<file path="src/rtl/btn_pulse_gen.sv">
// btn_pulse_gen: debounces a raw push-button into a registered level plus a one-cycle toggle-enable pulse.
// Optional auto-repeat while held is enabled by defining BTN_AUTO_REPEAT_EN.
module btn_pulse_gen #(
   parameter int STABLE_CYCLES = 1000,
   parameter int CNT_W         = 16,
   parameter int REPEAT_CYCLES = 50000
) (
   input  logic clk,
   input  logic reset,
   input  logic btn_in,
   output logic t_pulse,
   output logic stable_level,
   output logic busy
);
   typedef enum logic [1:0] {IDLE_LOW, WAIT_HIGH, IDLE_HIGH, WAIT_LOW} state_t;
   localparam logic [CNT_W-1:0] STABLE_C = CNT_W'(STABLE_CYCLES);
   localparam int CNT_MAX = (1 << CNT_W) - 1;
   state_t state_q, state_d;
   logic [1:0] sync_q;
   logic btn_s;
   logic [CNT_W-1:0] cnt_q, cnt_d, cnt_inc;
   logic pulse_q, pulse_d, level_q, level_d, busy_q, busy_d;
   logic rep_pulse;
   if (STABLE_CYCLES < 2 || STABLE_CYCLES > CNT_MAX || REPEAT_CYCLES < 2 || REPEAT_CYCLES > CNT_MAX) begin : g_param_check
      $error("btn_pulse_gen: STABLE_CYCLES/REPEAT_CYCLES outside 2..2^CNT_W-1");
   end
   assign btn_s   = sync_q[1];
   assign cnt_inc = (&cnt_q) ? cnt_q : cnt_q + 1'b1;
`ifdef BTN_AUTO_REPEAT_EN
   localparam logic [CNT_W-1:0] REPEAT_C = CNT_W'(REPEAT_CYCLES);
   logic [CNT_W-1:0] rep_q, rep_d, rep_inc;
   assign rep_inc = (&rep_q) ? rep_q : rep_q + 1'b1;
   // Runs only while the confirmed press is still held; any exit from IDLE_HIGH restarts it.
   always_comb begin
      rep_pulse = (state_q == IDLE_HIGH) && btn_s && (rep_inc >= REPEAT_C);
      rep_d     = ((state_q == IDLE_HIGH) && btn_s && !rep_pulse) ? rep_inc : '0;
   end
   always_ff @(posedge clk or negedge reset) begin
      if (!reset) rep_q <= '0;
      else        rep_q <= rep_d;
   end
`else
   assign rep_pulse = 1'b0;
`endif
   always_comb begin
      state_d = state_q;
      cnt_d   = cnt_q;
      level_d = level_q;
      pulse_d = 1'b0;
      case (state_q)
         IDLE_LOW: begin
            if (btn_s) begin
               state_d = WAIT_HIGH;
               cnt_d   = CNT_W'(1);
            end
         end
         WAIT_HIGH: begin
            if (!btn_s) begin
               state_d = IDLE_LOW;
               cnt_d   = '0;
            end else if (cnt_inc >= STABLE_C) begin
               state_d = IDLE_HIGH;
               cnt_d   = '0;
               level_d = 1'b1;
               pulse_d = 1'b1;
            end else begin
               cnt_d = cnt_inc;
            end
         end
         IDLE_HIGH: begin
            if (!btn_s) begin
               state_d = WAIT_LOW;
               cnt_d   = CNT_W'(1);
            end else begin
               pulse_d = rep_pulse;
            end
         end
         WAIT_LOW: begin
            if (btn_s) begin
               state_d = IDLE_HIGH;
               cnt_d   = '0;
            end else if (cnt_inc >= STABLE_C) begin
               state_d = IDLE_LOW;
               cnt_d   = '0;
               level_d = 1'b0;
            end else begin
               cnt_d = cnt_inc;
            end
         end
         default: state_d = IDLE_LOW;
      endcase
      busy_d = (state_d == WAIT_HIGH) || (state_d == WAIT_LOW);
   end
   always_ff @(posedge clk or negedge reset) begin
      if (!reset) begin
         sync_q  <= '0;
         state_q <= IDLE_LOW;
         cnt_q   <= '0;
         pulse_q <= 1'b0;
         level_q <= 1'b0;
         busy_q  <= 1'b0;
      end else begin
         sync_q  <= {sync_q[0], btn_in};
         state_q <= state_d;
         cnt_q   <= cnt_d;
         pulse_q <= pulse_d;
         level_q <= level_d;
         busy_q  <= busy_d;
      end
   end
   assign t_pulse      = pulse_q;
   assign stable_level = level_q;
   assign busy         = busy_q;
endmodule

</file>
<file path="config.mk">
export PLATFORM = sky130hd
export DESIGN_NAME = btn_pulse_gen
export DESIGN_NICKNAME = d
export VERILOG_FILES = /design/src/rtl/btn_pulse_gen.sv
export SDC_FILE = /design/constraint.sdc
export NUM_CORES = 1
export LEC_CHECK = 0
export CAP_MARGIN = 15
export CORE_MARGIN = 2
export CORE_UTILIZATION = 59
export DETAILED_ROUTE_END_ITERATION = 6
export PLACE_DENSITY = 0.85
export SYNTH_ARGS = -nofsm -noshare
export SYNTH_HDL_FRONTEND = slang
export SYNTH_SLANG_ARGS = --single-unit
</file>
<file path="constraint.sdc">
create_clock -name clk -period 3.3 [get_ports clk]
set_clock_uncertainty 0.1 [all_clocks]
set_input_delay 0.99 -clock clk [delete_from_list [all_inputs] [get_ports clk]]
set_output_delay 0.99 -clock clk [all_outputs]
set_load 0.05 [all_outputs]
</file>
Word level (Yosys, flattened, before mapping) --
Cells that the tools add are included. Widths: inputs -> output; s select.
Word-level totals: bits of input ports 3, register bits 23, logic and storage cells 47, output and inout port bits 3
Operators by class: magnitude comparators 1, mux-type cells 22, eq/ne operators 11, add/subtract/negate cells 1, reductions and logical operators 6
Operator list (number):
- $mux 16 | 6
- $pmux 16 s4 | 1
- $add 16x1->16 const B | 1
- $ge 16x10->1 const B | 1
- $reduce_and 16->1 | 1
- $mux 2 | 6
- $ne 2x2->1 const B | 6
- $pmux 2 s4 | 1
- $mux 1 | 7
- $eq 2x2->1 const B | 3
- $reduce_and 5->1 | 1
- $eq 2x1->1 const B | 2
- $logic_not 2->1 | 1
- $pmux 1 s2 | 1
- $reduce_and 2->1 | 1
- $reduce_bool 2->1 | 1
- $logic_or 1x1->1 | 1

Depth between registers and ports, before layout --
Gate-level depths: netlist of the first run.
depth in word-level cells 8, depth in mapped cells 10, depth with buffers taken out 8

Worst setup path after synthesis of the first run --
No wires, ideal clock.
kind register to register, start register cnt_q[0], end register cnt_q[3], library setup time 82 ps, data required time 3118 ps, slack 648 ps, arrival time 2470 ps, clock period less this slack 2652 ps, buffers on the path 1, cell stages (with the launch flop) 10, path through dfrtp_1 > ha_1 > nand2_1 > nor4_1 > mux2_2 > o21a_1 > nor4b_4 > buf_6 > nand4_1 > a31oi_1
Between the ends: longest elaborated chain between the ends 6, elaborated cells on any way between the ends 8, those cells by class add/sub: 1; order compare: 1; mux: 5; reduce/logical: 1
Ends and longest elaborated chain:
- start: declaration | RTL line 21 | logic [CNT_W-1:0] cnt_q, cnt_d, cnt_inc;
- start signal: assignment | RTL line 105 | cnt_q <= cnt_d;
- $add 16x1->16 or $reduce_and 16->1 (tied branches) | RTL line 28 | assign cnt_inc = (&cnt_q) ? cnt_q : cnt_q + 1'b1;
- $mux 16 * | RTL line 28
- $ge 16x10->1 | RTL line 61, 82
- $mux 16 * | RTL line 61, 82
- $mux 16, on equally long branches | RTL line 79, 58
- $pmux 16 s4 * | RTL line 50 | case (state_q)
Every way passes the cells marked *; elsewhere a longest branch is shown, timed or not. A chain may end at the register's enable or synchronous reset.

Worst setup path after layout of the first run --
start register cnt_q[0], end register cnt_q[6]
The elaborated chain is that of the path after synthesis.

==> out/results.tsv, run 1 <==
metric	value	unit
Root Buffer	clkbuf_4	
row cnt	17	
Final nets	158	
switching pwr	121.7	µW
die width	52.12	µm
Post-DRT Antenna Nets	0	
P_int	346.5	µW
CP bufs+invs	1	
Max stage delay on crit path	0.43	ns
clock power share	29.5	%
total global routing overflow	0	
Resized cells post-CTS	0	
GR Util met1	33.95	%
number of diodes	0	
Pins Over Slew Limit	0	
CTS tree	built	
number of buffers created by CTS	3	
Crit. Startpoint	cnt_q[0]$_DFFE_PN0P_	
final wirelength	3038	µm
Fillers	171	
R2R Path End	cnt_q[6]$_DFFE_PN0P_	
H-tree depth	1	
Final period util	86.09	%
gr usage total	25.87	%
status	finished clean	
Gate power share	7.9	%
grt met3 use	4.310	%
Switching Share	25.99	%
drt wl/cell	16.78	µm
flop2flop setup slack	0.46	ns
maxcap violations	0	
synthesis-to-layout area growth	7.784	%
critical path depth	9	
global-route met2 utilization	41.56	%
Post-DP HPWL	2167	µm
syn_area_per_cell	9.423	µm²
startpoint types	flip-flop	
post-synthesis register bit count	23	
DRT Pass-1 Iters	6	
hold crit path type	reg -> reg	
Worst-Skew Late Latency	0.33	ns
Post-CTS Hold Buffers	0	
RSZ-0062 raised after global routing	no	
clk slew on worst S/H paths	0.14	ns
DRC viols	0	
Synth top area share	42.12	%
initial core utilization	62.36	%
number of vias per cell	6.442	
Syn Nets	149	
crit path max fanout	16	
Core Area	2191	µm²
crit path cell chain	ha_1 -> nand2_1 -> nor4_1 -> mux2_2 -> o21a_1 -> nor4b_4 -> buf_4 -> a41oi_1 -> a31oi_1	
Die Area	2716	µm²
CP delay by family, top	simple AND/OR/NAND/NOR gates	
Worst EP required	3.44	ns
port bufs	5	
Cells after Synth	145	
min cycle time layout	2.841	ns
clk buf depth	2	
register area share after synthesis	42.12	%
post-synth top area cell	dfrtp_1	
Final Hold Fails	0	
worst slew pin tran	0.5823	ns
IO Count	6	
Lkg Pwr	0.0006368	µW
Crit Path Class	reg -> reg	
vias in the first global route	1061	
GPL Wtd Cong	0.9421	
largest net degree at the start of global routing	24	
crit path DAT	2.98	ns
Hold WS	0.2694	ns
TNS Setup	0	ns
die height	52.12	µm
Most Crowded Layer GR	met2	
fmax	352.0	MHz
R2R depth	9	
total vias in the final route	1166	
reg-to-reg critical path startpoint	cnt_q[0]$_DFFE_PN0P_	
Setup crit end kind	flip-flop	
Cell Pwr Density	317.9	nW/µm²
CP endpoint	cnt_q[6]$_DFFE_PN0P_	
sequential fraction of design power	62.7	%
CP max stage cell	dfrtp_1	
drt first-iter violations	58	
CTS sink cnt	23	
synthesized area	1366	µm²
layout cells sized above 1	13.73	%
initial antenna violation count	0	
Synth warnings	0	
worst vdd ir	0.2624	mV
first-pass GRT wire length	5009	µm
Final setup viols	0	
Setup Buffers After CTS	0	
Rel. slew slack	61.04	%
unique cell type count in the Yosys netlist	45	
top cells by area, synth	dfrtp_1, a31oi_1, nand2_1	
## per-stage QoR
| step | area, µm² | utilization [%] | setup slack (ns) | total power [µW] | cells |
|---|---|---|---|---|---|
| 2_1_floorplan | 1366 | - | 0.6483 | 318.6 | 145 |
| 3_3_place_gp | 1443 | 65.85 | 0.5905 | 333.3 | 177 |
| 3_5_place_dp | 1443 | 65.85 | 0.4946 | 334.9 | 177 |
| 5_1_grt | 1473 | 67.22 | 0.2689 | 484.1 | 181 |
| 6_report | 1473 | 67.22 | 0.4590 | 468.1 | 181 |
| 4_1_cts | 1473 | 67.22 | 0.4778 | 469.1 | 181 |
## flip-flops by register name (all words and copies together) (netlist names)
name          flops
cnt_q            16
state_q           2
sync_q            2
busy              1
stable_level      1
t_pulse           1
## layer usage
metal | share of wire (%) | up-vias
li1 | - | 559
met1 | 44 | 540
met2 | 49 | 59
met3 | 5.8 | 8
met4 | 1.9 | 0
met5 | 0 | -
## cells in the final DEF (no fill, tap or decap), drive strengths merged, types with 2 or more instances in the layout
cell type,instances
nand2b,3
mux2,3
and3,4
and4,2
nand3,11
nor2,10
buf,3
clkdlybuf4s50,5
nand2,16
a31oi,13
dfrtp,23
nand4,6
and2b,3
a41oi,3
and2,8
o21ai,6
clkbuf,3
inv,2
or2,2
a21oi,7
nor3,2
## kinds of logic after synthesis
logic type      synth area share [%]
xor+xnor                       1.282
mux                            3.479
fa+ha+maj                     0.9156
compound gates                 17.86
flops                          42.12
simple gates                   31.50
buf+inv                        2.838
## final cells by class
type / instances / area [µm²] / share of cell area (%)
Sequential cell: 23 / 575.6 / 39.08
Clock inverter: 1 / 7.507 / 0.5098
Clock buffer: 3 / 22.52 / 1.529
Multi-Input combinational cell: 116 / 752.0 / 51.06
Tap cell: 28 / 35.03 / 2.379
Inverter: 2 / 7.507 / 0.5098
Timing Repair Buffer: 8 / 72.57 / 4.928
## synth_stat cells
library cell   n
a21oi_1        7
a311o_2        1
a31oi_1       13
a32o_1         1
a32oi_1        1
a41o_1         1
a41oi_1        3
and2_1         7
and2_2         1
and2b_1        2
and2b_4        1
and3_1         1
and3_2         3
and4_1         1
and4_2         1
buf_6          2
clkbuf_1       1
clkbuf_2       1
dfrtp_1       23
ha_1           1
inv_1          2
mux2_2         2
mux2_4         1
mux2i_1        1
nand2_1       16
nand2b_1       3
nand3_1       10
nand3_4        1
nand4_1        6
nor2_1        10
nor2b_1        1
nor3_1         1
nor3_4         1
nor4_1         1
nor4b_4        1
o211ai_1       1
o21a_1         1
o21ai_0        6
o311ai_0       1
o31ai_1        1
or2_1          2
or2b_2         1
or3_1          1
xnor2_1        1
xor2_1         1
## worst min-delay path by stage
stage	cells past startpoint	startpoint	endpoint	slack (ns)
after floorplan	0	sync_q[0]$_DFF_PN0_	sync_q[1]$_DFF_PN0_	0.23
after global placement	0	sync_q[0]$_DFF_PN0_	sync_q[1]$_DFF_PN0_	0.23
after detailed placement	0	sync_q[0]$_DFF_PN0_	sync_q[1]$_DFF_PN0_	0.24
after CTS	0	sync_q[0]$_DFF_PN0_	sync_q[1]$_DFF_PN0_	0.27
after global routing	0	sync_q[0]$_DFF_PN0_	sync_q[1]$_DFF_PN0_	0.27
final	0	sync_q[0]$_DFF_PN0_	sync_q[1]$_DFF_PN0_	0.27
## power by group through the flow
| stage | Sequential, µW | Clock [µW] | Combinational [µW] |
|---|---|---|---|
| after floorplan | 300 | 0 | 19.0 |
| after global placement | 298 | 0 | 35.4 |
| after detailed placement | 299 | 0 | 36.3 |
| after CTS | 293 | 139 | 37.1 |
| after global routing | 294 | 148 | 42.1 |
| final | 293 | 138 | 36.8 |
## worst register-to-register path: cells and delay by family, from the launching register on
family,cells,cell delay [ns]
multiplexers,1,0.38
flip-flops,1,0.43
AO/OA/AOI/OAI,3,0.54
adder cells (fa/ha/maj),1,0.29
buffers and inverters,1,0.25
AND/OR/NAND/NOR,3,0.77
Power figures use the tool's default switching activity.
==> run 2, diff against run 1 <==
--- a/config.mk
+++ b/config.mk
@@ -5,7 +5,6 @@
 export SDC_FILE = /design/constraint.sdc
 export NUM_CORES = 1
 export LEC_CHECK = 0
-export CAP_MARGIN = 15
 export CORE_MARGIN = 2
 export CORE_UTILIZATION = 59
 export DETAILED_ROUTE_END_ITERATION = 6
==> results of run 2 <==
Same layout as run 1: the final DEF is identical, and so are final timing and power.
==> run 3, diff against run 2 <==
--- a/config.mk
+++ b/config.mk
@@ -9,6 +9,7 @@
 export CORE_UTILIZATION = 59
 export DETAILED_ROUTE_END_ITERATION = 6
 export PLACE_DENSITY = 0.85
+export SETUP_SLACK_MARGIN = 0.05
 export SYNTH_ARGS = -nofsm -noshare
 export SYNTH_HDL_FRONTEND = slang
 export SYNTH_SLANG_ARGS = --single-unit
==> results of run 3 <==
Same layout as run 1: the final DEF is identical, and so are final timing and power.
